`src/rtl/logic_op_pkg.sv`:
```
// Shared encodings for the LogicOp arbiter and its client blocks.
// Holds the operation codes, the FSM state type and the fixed LogicOp width.
package logic_op_pkg;

    localparam int LOGIC_W = 4;

    localparam logic [1:0] OP_NOT = 2'd0;
    localparam logic [1:0] OP_AND = 2'd1;
    localparam logic [1:0] OP_OR  = 2'd2;
    localparam logic [1:0] OP_ILL = 2'd3;

    typedef enum logic [1:0] {
        IDLE = 2'd0,
        EXEC = 2'd1,
        RESP = 2'd2
    } state_t;

endpackage

```
`src/rtl/logic_op_arbiter_if.sv`:
```
// One requester channel: a valid/ready request carrying operands and an op code,
// and a valid/ready response carrying the result. master = client, slave = arbiter.
interface logic_op_arbiter_if;
    import logic_op_pkg::*;

    logic               req_valid;
    logic               req_ready;
    logic [LOGIC_W-1:0] req_a;
    logic [LOGIC_W-1:0] req_b;
    logic [1:0]         req_op;
    logic               rsp_valid;
    logic               rsp_ready;
    logic [LOGIC_W-1:0] rsp_data;
    logic               rsp_err;

    modport master (
        output req_valid, req_a, req_b, req_op, rsp_ready,
        input  req_ready, rsp_valid, rsp_data, rsp_err
    );

    modport slave (
        input  req_valid, req_a, req_b, req_op, rsp_ready,
        output req_ready, rsp_valid, rsp_data, rsp_err
    );

endinterface

```
`src/rtl/logic_op_arbiter_logic_op.sv`:
```
// LogicOp unit: logical NOT/AND/OR of two 4-bit operands, each result a 0/1 flag
// in bit 0 of a 4-bit word.
module logic_op_arbiter_logic_op (
    input  logic [3:0] in1,
    input  logic [3:0] in2,
    output logic [3:0] res1,
    output logic [3:0] res2,
    output logic [3:0] res3
);

    assign res1 = {3'b000, (in1 == 4'd0)};
    assign res2 = {3'b000, ((in1 != 4'd0) && (in2 != 4'd0))};
    assign res3 = {3'b000, ((in1 != 4'd0) || (in2 != 4'd0))};

endmodule

```
`src/rtl/logic_op_arbiter.sv`:
```
// Round-robin arbiter sharing one LogicOp unit between two requesters, one op in flight.
//   state | meaning
//   IDLE  | waiting for a request; grant offered combinationally
//   EXEC  | latched operands drive LogicOp; result is registered
//   RESP  | rsp_valid to the tagged requester until it takes the result
module logic_op_arbiter
    import logic_op_pkg::*;
#(
    parameter int DATA_W  = LOGIC_W,
    parameter bit RR_INIT = 1'b0
) (
    input  logic               clk,
    input  logic               rst_n,
    logic_op_arbiter_if.slave  port0,
    logic_op_arbiter_if.slave  port1,
    output logic               busy
);

    state_t state, state_nxt;

    logic              ptr;
    logic              tag;
    logic              winner;
    logic              accept;
    logic              rsp_hs;
    logic [DATA_W-1:0] a_q;
    logic [DATA_W-1:0] b_q;
    logic [1:0]        op_q;
    logic [DATA_W-1:0] data_q;
    logic              err_q;
    logic [3:0]        res1, res2, res3;
    logic [DATA_W-1:0] result;
    logic              result_err;

    // Contention goes to ptr; a lone requester wins outright.
    always_comb begin
        if (port0.req_valid && port1.req_valid) winner = ptr;
        else                                    winner = port1.req_valid;
    end

    assign accept = rst_n && (state == IDLE) && (port0.req_valid || port1.req_valid);
    assign rsp_hs = (state == RESP) && (tag ? port1.rsp_ready : port0.rsp_ready);

    always_ff @(posedge clk) begin
        if (!rst_n) state <= IDLE;
        else        state <= state_nxt;
    end

    always_comb begin
        state_nxt = state;
        unique case (state)
            IDLE:    if (accept) state_nxt = EXEC;
            EXEC:    state_nxt = RESP;
            RESP:    if (rsp_hs) state_nxt = IDLE;
            default: state_nxt = IDLE;
        endcase
    end

    always_comb begin
        busy            = (state == EXEC) || (state == RESP);
        port0.req_ready = accept && !winner;
        port1.req_ready = accept && winner;
        port0.rsp_valid = (state == RESP) && !tag;
        port1.rsp_valid = (state == RESP) && tag;
        port0.rsp_data  = tag ? '0 : data_q;
        port1.rsp_data  = tag ? data_q : '0;
        port0.rsp_err   = !tag && err_q;
        port1.rsp_err   = tag && err_q;
    end

    logic_op_arbiter_logic_op u_logic_op (
        .in1  (a_q),
        .in2  (b_q),
        .res1 (res1),
        .res2 (res2),
        .res3 (res3)
    );

    always_comb begin
        result     = '0;
        result_err = 1'b0;
        unique case (op_q)
            OP_NOT:  result = res1;
            OP_AND:  result = res2;
            OP_OR:   result = res3;
            default: result_err = 1'b1;
        endcase
    end

    // data/err are zero outside RESP, so the unselected port always reads zero.
    always_ff @(posedge clk) begin
        if (!rst_n) begin
            ptr    <= RR_INIT;
            tag    <= 1'b0;
            a_q    <= '0;
            b_q    <= '0;
            op_q   <= OP_NOT;
            data_q <= '0;
            err_q  <= 1'b0;
        end else begin
            if (accept) begin
                a_q  <= winner ? port1.req_a  : port0.req_a;
                b_q  <= winner ? port1.req_b  : port0.req_b;
                op_q <= winner ? port1.req_op : port0.req_op;
                tag  <= winner;
                ptr  <= !winner;
            end
            if (state == EXEC) begin
                data_q <= result;
                err_q  <= result_err;
            end else if (rsp_hs) begin
                data_q <= '0;
                err_q  <= 1'b0;
            end
        end
    end

endmodule

```
`src/flat_wrapper.sv`:
```
// flat-port wrapper written by rule: the top's interface ports become plain ports
module logic_op_arbiter_flat import logic_op_pkg::*;
#(
    parameter int DATA_W  = LOGIC_W,
    parameter bit RR_INIT = 1'b0
)
  (clk, rst_n, busy, port0_req_valid, port0_req_a, port0_req_b, port0_req_op, port0_rsp_ready, port0_req_ready, port0_rsp_valid, port0_rsp_data, port0_rsp_err, port1_req_valid, port1_req_a, port1_req_b, port1_req_op, port1_rsp_ready, port1_req_ready, port1_rsp_valid, port1_rsp_data, port1_rsp_err);
  logic_op_arbiter_if port0_i ();
  logic_op_arbiter_if port1_i ();
  input  logic clk;
  input  logic rst_n;
  output logic busy;
  input wire logic [$bits(port0_i.req_valid)-1:0] port0_req_valid;
  input wire logic [$bits(port0_i.req_a)-1:0] port0_req_a;
  input wire logic [$bits(port0_i.req_b)-1:0] port0_req_b;
  input wire logic [$bits(port0_i.req_op)-1:0] port0_req_op;
  input wire logic [$bits(port0_i.rsp_ready)-1:0] port0_rsp_ready;
  output wire logic [$bits(port0_i.req_ready)-1:0] port0_req_ready;
  output wire logic [$bits(port0_i.rsp_valid)-1:0] port0_rsp_valid;
  output wire logic [$bits(port0_i.rsp_data)-1:0] port0_rsp_data;
  output wire logic [$bits(port0_i.rsp_err)-1:0] port0_rsp_err;
  input wire logic [$bits(port1_i.req_valid)-1:0] port1_req_valid;
  input wire logic [$bits(port1_i.req_a)-1:0] port1_req_a;
  input wire logic [$bits(port1_i.req_b)-1:0] port1_req_b;
  input wire logic [$bits(port1_i.req_op)-1:0] port1_req_op;
  input wire logic [$bits(port1_i.rsp_ready)-1:0] port1_rsp_ready;
  output wire logic [$bits(port1_i.req_ready)-1:0] port1_req_ready;
  output wire logic [$bits(port1_i.rsp_valid)-1:0] port1_rsp_valid;
  output wire logic [$bits(port1_i.rsp_data)-1:0] port1_rsp_data;
  output wire logic [$bits(port1_i.rsp_err)-1:0] port1_rsp_err;
  assign port0_i.req_valid = port0_req_valid;
  assign port0_i.req_a = port0_req_a;
  assign port0_i.req_b = port0_req_b;
  assign port0_i.req_op = port0_req_op;
  assign port0_i.rsp_ready = port0_rsp_ready;
  assign port0_req_ready = port0_i.req_ready;
  assign port0_rsp_valid = port0_i.rsp_valid;
  assign port0_rsp_data = port0_i.rsp_data;
  assign port0_rsp_err = port0_i.rsp_err;
  assign port1_i.req_valid = port1_req_valid;
  assign port1_i.req_a = port1_req_a;
  assign port1_i.req_b = port1_req_b;
  assign port1_i.req_op = port1_req_op;
  assign port1_i.rsp_ready = port1_rsp_ready;
  assign port1_req_ready = port1_i.req_ready;
  assign port1_rsp_valid = port1_i.rsp_valid;
  assign port1_rsp_data = port1_i.rsp_data;
  assign port1_rsp_err = port1_i.rsp_err;
  logic_op_arbiter #(.DATA_W(DATA_W), .RR_INIT(RR_INIT)) u_core (.clk(clk), .rst_n(rst_n), .port0(port0_i), .port1(port1_i), .busy(busy));
endmodule
```
`config.mk`:
```
export PLATFORM = sky130hd
export DESIGN_NAME = logic_op_arbiter_flat
export DESIGN_NICKNAME = d
export VERILOG_FILES = /design/src/rtl/logic_op_pkg.sv /design/src/rtl/logic_op_arbiter_if.sv /design/src/rtl/logic_op_arbiter_logic_op.sv /design/src/rtl/logic_op_arbiter.sv /design/src/flat_wrapper.sv
export SDC_FILE = /design/constraint.sdc
export NUM_CORES = 1
export LEC_CHECK = 0
export ABC_AREA = 1
export BUFFER_PORTS_ARGS = -buffer_cell sky130_fd_sc_hd__buf_4
export CAP_MARGIN = 15
export CORE_MARGIN = 2
export CORE_UTILIZATION = 42
export CTS_CLUSTER_DIAMETER = 150
export DETAILED_ROUTE_END_ITERATION = 6
export GPL_ROUTABILITY_DRIVEN = 0
export GPL_TIMING_DRIVEN = 0
export PLACE_DENSITY = 0.74
export SLEW_MARGIN = 5
export SYNTH_ARGS = -nofsm -noshare
export SYNTH_HDL_FRONTEND = slang
export SYNTH_SLANG_ARGS = --single-unit
```
`constraint.sdc`:
```
create_clock -name clk -period 1.2 [get_ports clk]
set_clock_uncertainty 0.05 [all_clocks]
set_input_delay 0.12 -clock clk [delete_from_list [all_inputs] [get_ports clk]]
set_output_delay 0.12 -clock clk [all_outputs]
set_load 0.03 [all_outputs]
```
### Word level (Yosys, flattened, before mapping)

Index checks and enable logic that the tools add are counted.

| cells by class | value |
|---|---|
| multiplexer cells | 16 |
| reduce and logical (&&, ||, !) cells | 24 |
| equal/unequal tests | 6 |

Operators with widths:

| kind | number |
|---|---|
| 2-to-1 mux 4 bit | 6 |
| logical AND 1 bit | 11 |
| nonzero test 4 bit | 2 |
| 2-to-1 mux 2 bit | 3 |
| case mux 2 bit (3 select lines) | 1 |
| 2-to-1 mux 1 bit | 5 |
| == test 2 x 1 -> 1 bit (second input constant) | 2 |
| == test 2 bit (second input constant) | 2 |
| zero test 2 bit | 2 |
| zero test 4 bit | 1 |
| inequality test 2 x 1 -> 1 bit (second input constant) | 2 |
| logical OR 1 bit | 3 |
| case mux 1 bit (3 select lines) | 1 |
| OR reduction 3 bit | 1 |
| zero test 1 bit | 2 |
| AND reduction 2 bit | 1 |
| nonzero test 2 bit | 1 |

| storage, ports and cells | value |
|---|---|
| input port bits | 26 |
| bits in registers | 19 |
| logic and storage cells | 54 |

### Logic depth before layout (Yosys ltp)

| logic depth | value |
|---|---|
| depth after elaboration | 5 |
| mapped depth | 10 |

### Hierarchy

Synthesis repeated with hierarchy kept, for this count alone.

| second synthesis, totals | value |
|---|---|
| cells, all modules | 211 |
| area, all modules | 1288.7 sq um |

Modules (own cells, without submodules):

| module | instances | sequential area each (sq um) | cells an instance | area an instance (sq um) |
|---|---|---|---|---|
| logic_op_arbiter | 1 | 380.4 | 184 | 1151.1 |
| logic_op_arbiter_logic_op | 1 | 0.0 | 27 | 137.6 |

### Worst setup path after synthesis

Ideal clock, no wire load.

| path | value |
|---|---|
| path kind | register -> register |
| start point | register u_core.state[0] |
| end point | register u_core.tag |
| stages on the path, launching flop included | 6 |
| data required time | 0.977 ns |
| setup slack | -0.535 ns |
| arrival time | 1.512 ns |
| path buffers | 0 |
| library setup time | 0.173 ns |
| path through | dfxtp_1 > inv_1 > ha_1 > o21ai_2 > nor3b_1 > a211oi_1 |

| between the ends | value |
|---|---|
| word-level cells in the longest chain between the ends | 3 |

Ends and longest elaborated chain:

| element | line | RTL |
|---|---|---|
| start: declaration | logic_op_arbiter.sv:19 | `state_t state, state_nxt;` |
| start signal: assignment | logic_op_arbiter.sv:46 | `else state <= state_nxt;` |
| zero test 2 bit | logic_op_arbiter.sv:41 | `assign accept = rst_n && (state == IDLE) && (port0.req_valid \|\| port1.req_valid);` |
| logical AND 1 bit (2 in a row) | logic_op_arbiter.sv:41 |  |
| end signal: assignment | logic_op_arbiter.sv:105 | `tag <= winner;` |
| end: declaration | logic_op_arbiter.sv:22 | `logic tag;` |

No other way between the ends.
A chain may end at the register's enable or synchronous reset.

### Final worst setup path

| path | value |
|---|---|
| start point | register u_core.state[1] |
| end point | output port port1_req_ready |

| between the ends | value |
|---|---|
| word-level cells in the longest chain between the ends | 4 |

Ends and longest elaborated chain:

| element | line | RTL |
|---|---|---|
| zero test 2 bit | logic_op_arbiter.sv:41 |  |
| logical AND 1 bit (2 in a row) | logic_op_arbiter.sv:41 |  |
| logical AND 1 bit | logic_op_arbiter.sv:62 | `port1.req_ready = accept && winner;` |
| end: declaration | flat_wrapper.sv:27 | `output wire logic [$bits(port1_i.req_ready)-1:0] port1_req_ready;` |

No other way between the ends.

==> results.py <==
metrics = {
    "outcome": {
        "status": "finished with violations",
        "violations": "setup timing",
    },
    "detailed_routing": {
        "via_per_inst": 4.59,
        "routed_wl_mm": 2.35,
        "drt-initial-drc-count": 12,
        "ant_nets": 0,
        "wl_per_cell_um": 10.1,
        "drc": 0,
        "dr.pass1.iters": 4,
        "vias": 1073,
    },
    "finish": {
        "layoutNonFillerInstCount": 234,
        "nNetsFinal": 238,
        "layout-drive-gt1-share_pct": 42.2,
        "area_delta_synth_final_pct": 53.0,
        "final_util_pct": 68.1,
        "n_antenna_cell": 0,
    },
    "clocking": {
        "clock_latency_ns": 0.28,
        "numClockSinks": 16,
        "holdBufCountCts": 0,
        "clock_path_buffers": 2,
        "cts_made_buffers": 3,
        "cts_tree": "yes",
        "htree_levels": 1,
        "cts.clk_slew.worst_paths_ns": 0.09,
        "cts-root-buf": "clkbuf_4",
    },
    "sta": {
        "whs_ns": 0.0265,
        "fin_ws_ns": -0.316,
        "hold_viol_final": 0,
        "fmax_mhz": 660,
        "worst_pin_slew_ns": 0.515,
        "finalSetupViolations": 20,
        "report.final.slew_viol_count": 0,
        "period_share_pct": 126,
        "relSlewSlack_pct": 65.7,
        "rsz0062_at_grt": "true",
        "min_period_ns": 1.52,
    },
    "global_route": {
        "grt_start_max_net_pins": 11,
        "grt_pass1_vias": 979,
        "grt_first_pass_wirelength_mm": 3.86,
        "grtUsageTotal_pct": 18.6,
        "antenna_found_initial": 0,
        "overflow": 0,
    },
    "synthesis": {
        "ys_seq_elements": 16,
        "synth_area_leaders": "dfxtp_1 32%, nand2_1 22%, nand3_1 7.1%",
        "syn_avg_cell_area_um2": 6.41,
        "ys_warn_count": 0,
        "synthCells": 155,
        "ys_types": 19,
        "synth_top_cell_by_area": "dfxtp_1",
        "syn_area_um2": 993,
        "ys_seq_area_share_pct": 32.2,
        "yosysTopAreaCellShare_pct": 32.2,
    },
    "critical_path": {
        "crit_top_cell": "inv_2",
        "critPathRequiredTime_ns": 1.03,
        "cp_top_family": "flip-flops",
        "critPathMaxStageDelay_ns": 0.33,
        "worstPathArrival_ns": 1.35,
        "start_kind": "register",
        "endpoint_kind": "output port",
        "worstPathCellList": "inv_2, ha_4, o21ai_4, nor2_2, inv_2, nor2_4, buf_6",
        "crit_buf_inv": 3,
        "slowest_stage": "dfxtp_2",
        "worstPathMaxFanout": 4,
        "critPathKind": "register to output port",
    },
    "place": {
        "pre_cts_ws_ns": -0.103,
        "port_buffers": 34,
        "placed_cells": 222,
        "hpwl_mm": 1.75,
    },
    "pwr": {
        "netSwitchingPower_mw": 1.19,
        "total_power_mw": 2.77,
        "combPwrFrac_pct": 63.4,
        "switching_share_pct": 43.0,
        "ir_worst_vdd_mv": 1.36,
        "p_seq_share_pct": 26.9,
        "clkPwrFrac_pct": 9.8,
        "power_leakage_nw": 0.755,
        "power_density_mw_per_mm2": 1820,
        "p_int_mw": 1.58,
    },
    "floorplanning": {
        "core_mm2": 0.00223,
        "rows": 17,
        "die_h_um": 52.6,
        "io_pins": 41,
        "die-area_mm2": 0.00277,
        "die_width_um": 52.6,
        "initial_core_util_pct": 44.5,
    },
    "hold_path": {
        "hold_class": "primary input to register",
    },
    "job": {
        "maxCapViolCount": 0,
    },
}
==> worst paths after layout <==
check / start / endpoint / slack [ns] / depth (start not counted)
worst max-delay path: u_core.state[1]$_SDFFE_PN0P_ / port1_req_ready / -0.32 / 7
worst min-delay path: rst_n / u_core.state[1]$_SDFFE_PN0P_ / 0.03 / 3
worst max register to register: u_core.state[1]$_SDFFE_PN0P_ / u_core.op_q[1]$_SDFFE_PN0P_ / -0.23 / 9
worst min register to register: u_core.a_q[0]$_SDFFE_PN0P_ / u_core.a_q[0]$_SDFFE_PN0P_ / 0.42 / 2
==> layout by cell type, fill, tap and decap left out, types with 2 or more instances in the layout <==
cell type  netlist  layout
ha_4             0       2
nand3_1         14      14
buf_2            2       2
dfxtp_2          0       3
nand2_2          2       7
inv_1           13      11
conb_1           1       6
a21oi_2          2       3
nor2_2           1       3
inv_2            2       3
a211oi_1         2       2
buf_4            9      47
nor2_1          13      10
ha_1             4       2
buf_6            0       4
nand2_1         57      50
a21oi_1         12      10
nand2_4          0       2
clkbuf_4         0       3
dfxtp_1         16      13
==> metrics by stage <==
stage | instance area (um2) | TNS, ns
6_report | 1520 | -3.68
5_1_grt | 1520 | -4.95
4_1_cts | 1450 | -3.28
3_5_place_dp | 1350 | -1.06
3_3_place_gp | 1350 | -0.643
2_1_floorplan | 1060 | -0.0527
==> power groups by stage <==
| stage | Clock (mW) | Combinational [mW] | Sequential (mW) |
|---|---|---|---|
| 6_report | 0.270 | 1.75 | 0.743 |
| 5_1_grt | 0.289 | 1.91 | 0.753 |
| 4_1_cts | 0.273 | 1.52 | 0.731 |
| 3_5_place_dp | 0 | 1.31 | 0.737 |
| 3_3_place_gp | 0 | 1.26 | 0.727 |
| 2_1_floorplan | 0 | 1.03 | 0.716 |
==> flip-flops by register name (all words and copies together) (netlist names) <==
register,count
u_core.a_q,4
u_core.op_q,2
u_core.b_q,4
u_core.tag,1
u_core.ptr,1
u_core.data_q,1
u_core.err_q,1
u_core.state,2
==> cell families after synthesis <==
logic type      after synthesis  share of synthesized area (%)
compound gates               19                           12.3
fa+ha+maj                     4                           5.04
flops                        16                           32.2
simple gates                 88                           36.1
buf+inv                      27                           13.9
other cells                   1                          0.377
==> timing repair <==
item                       CTS  global route
setup endpoints to repair   20            21
setup buffers                9             1
resized for setup            8            16
gates cloned                 0             0
pin swaps                    3             6
==> cell type report <==
class	count	area, um2
tap	28	35.0
sequential	16	324
multi-input combinational	117	653
timing repair buffer	44	345
inverter	15	58.8
fill	186	713
buffer	11	81.3
clock buffer	3	22.5
==> worst register-to-register path: stages, from the launching register on <==
cell	delay [ns]
dfxtp_2	0.33
inv_2	0.08
ha_4	0.15
o21ai_4	0.08
nor2_2	0.13
inv_2	0.07
buf_4	0.15
buf_8	0.14
nand2_1	0.06
a21oi_1	0.06
==> metal layers <==
layer | vias up | routed length [um] | track usage (%)
met5 | - | 0 | 0
met4 | 0 | 40 | 10.7
met3 | 4 | 109 | 1.14
met2 | 35 | 1220 | 34.2
met1 | 459 | 979 | 20.9
li1 | 575 | - | -
==> cells in the mapped netlist, drive strengths merged <==
master   n
o211ai   1
ha       4
nor2    14
a21oi   14
conb     1
buf     11
nand2   59
clkbuf   1
o21ai    2
a211oi   2
nor3b    1
inv     15
dfxtp   16
nand3   14
No activity file was read; power rests on OpenSTA's default activity.
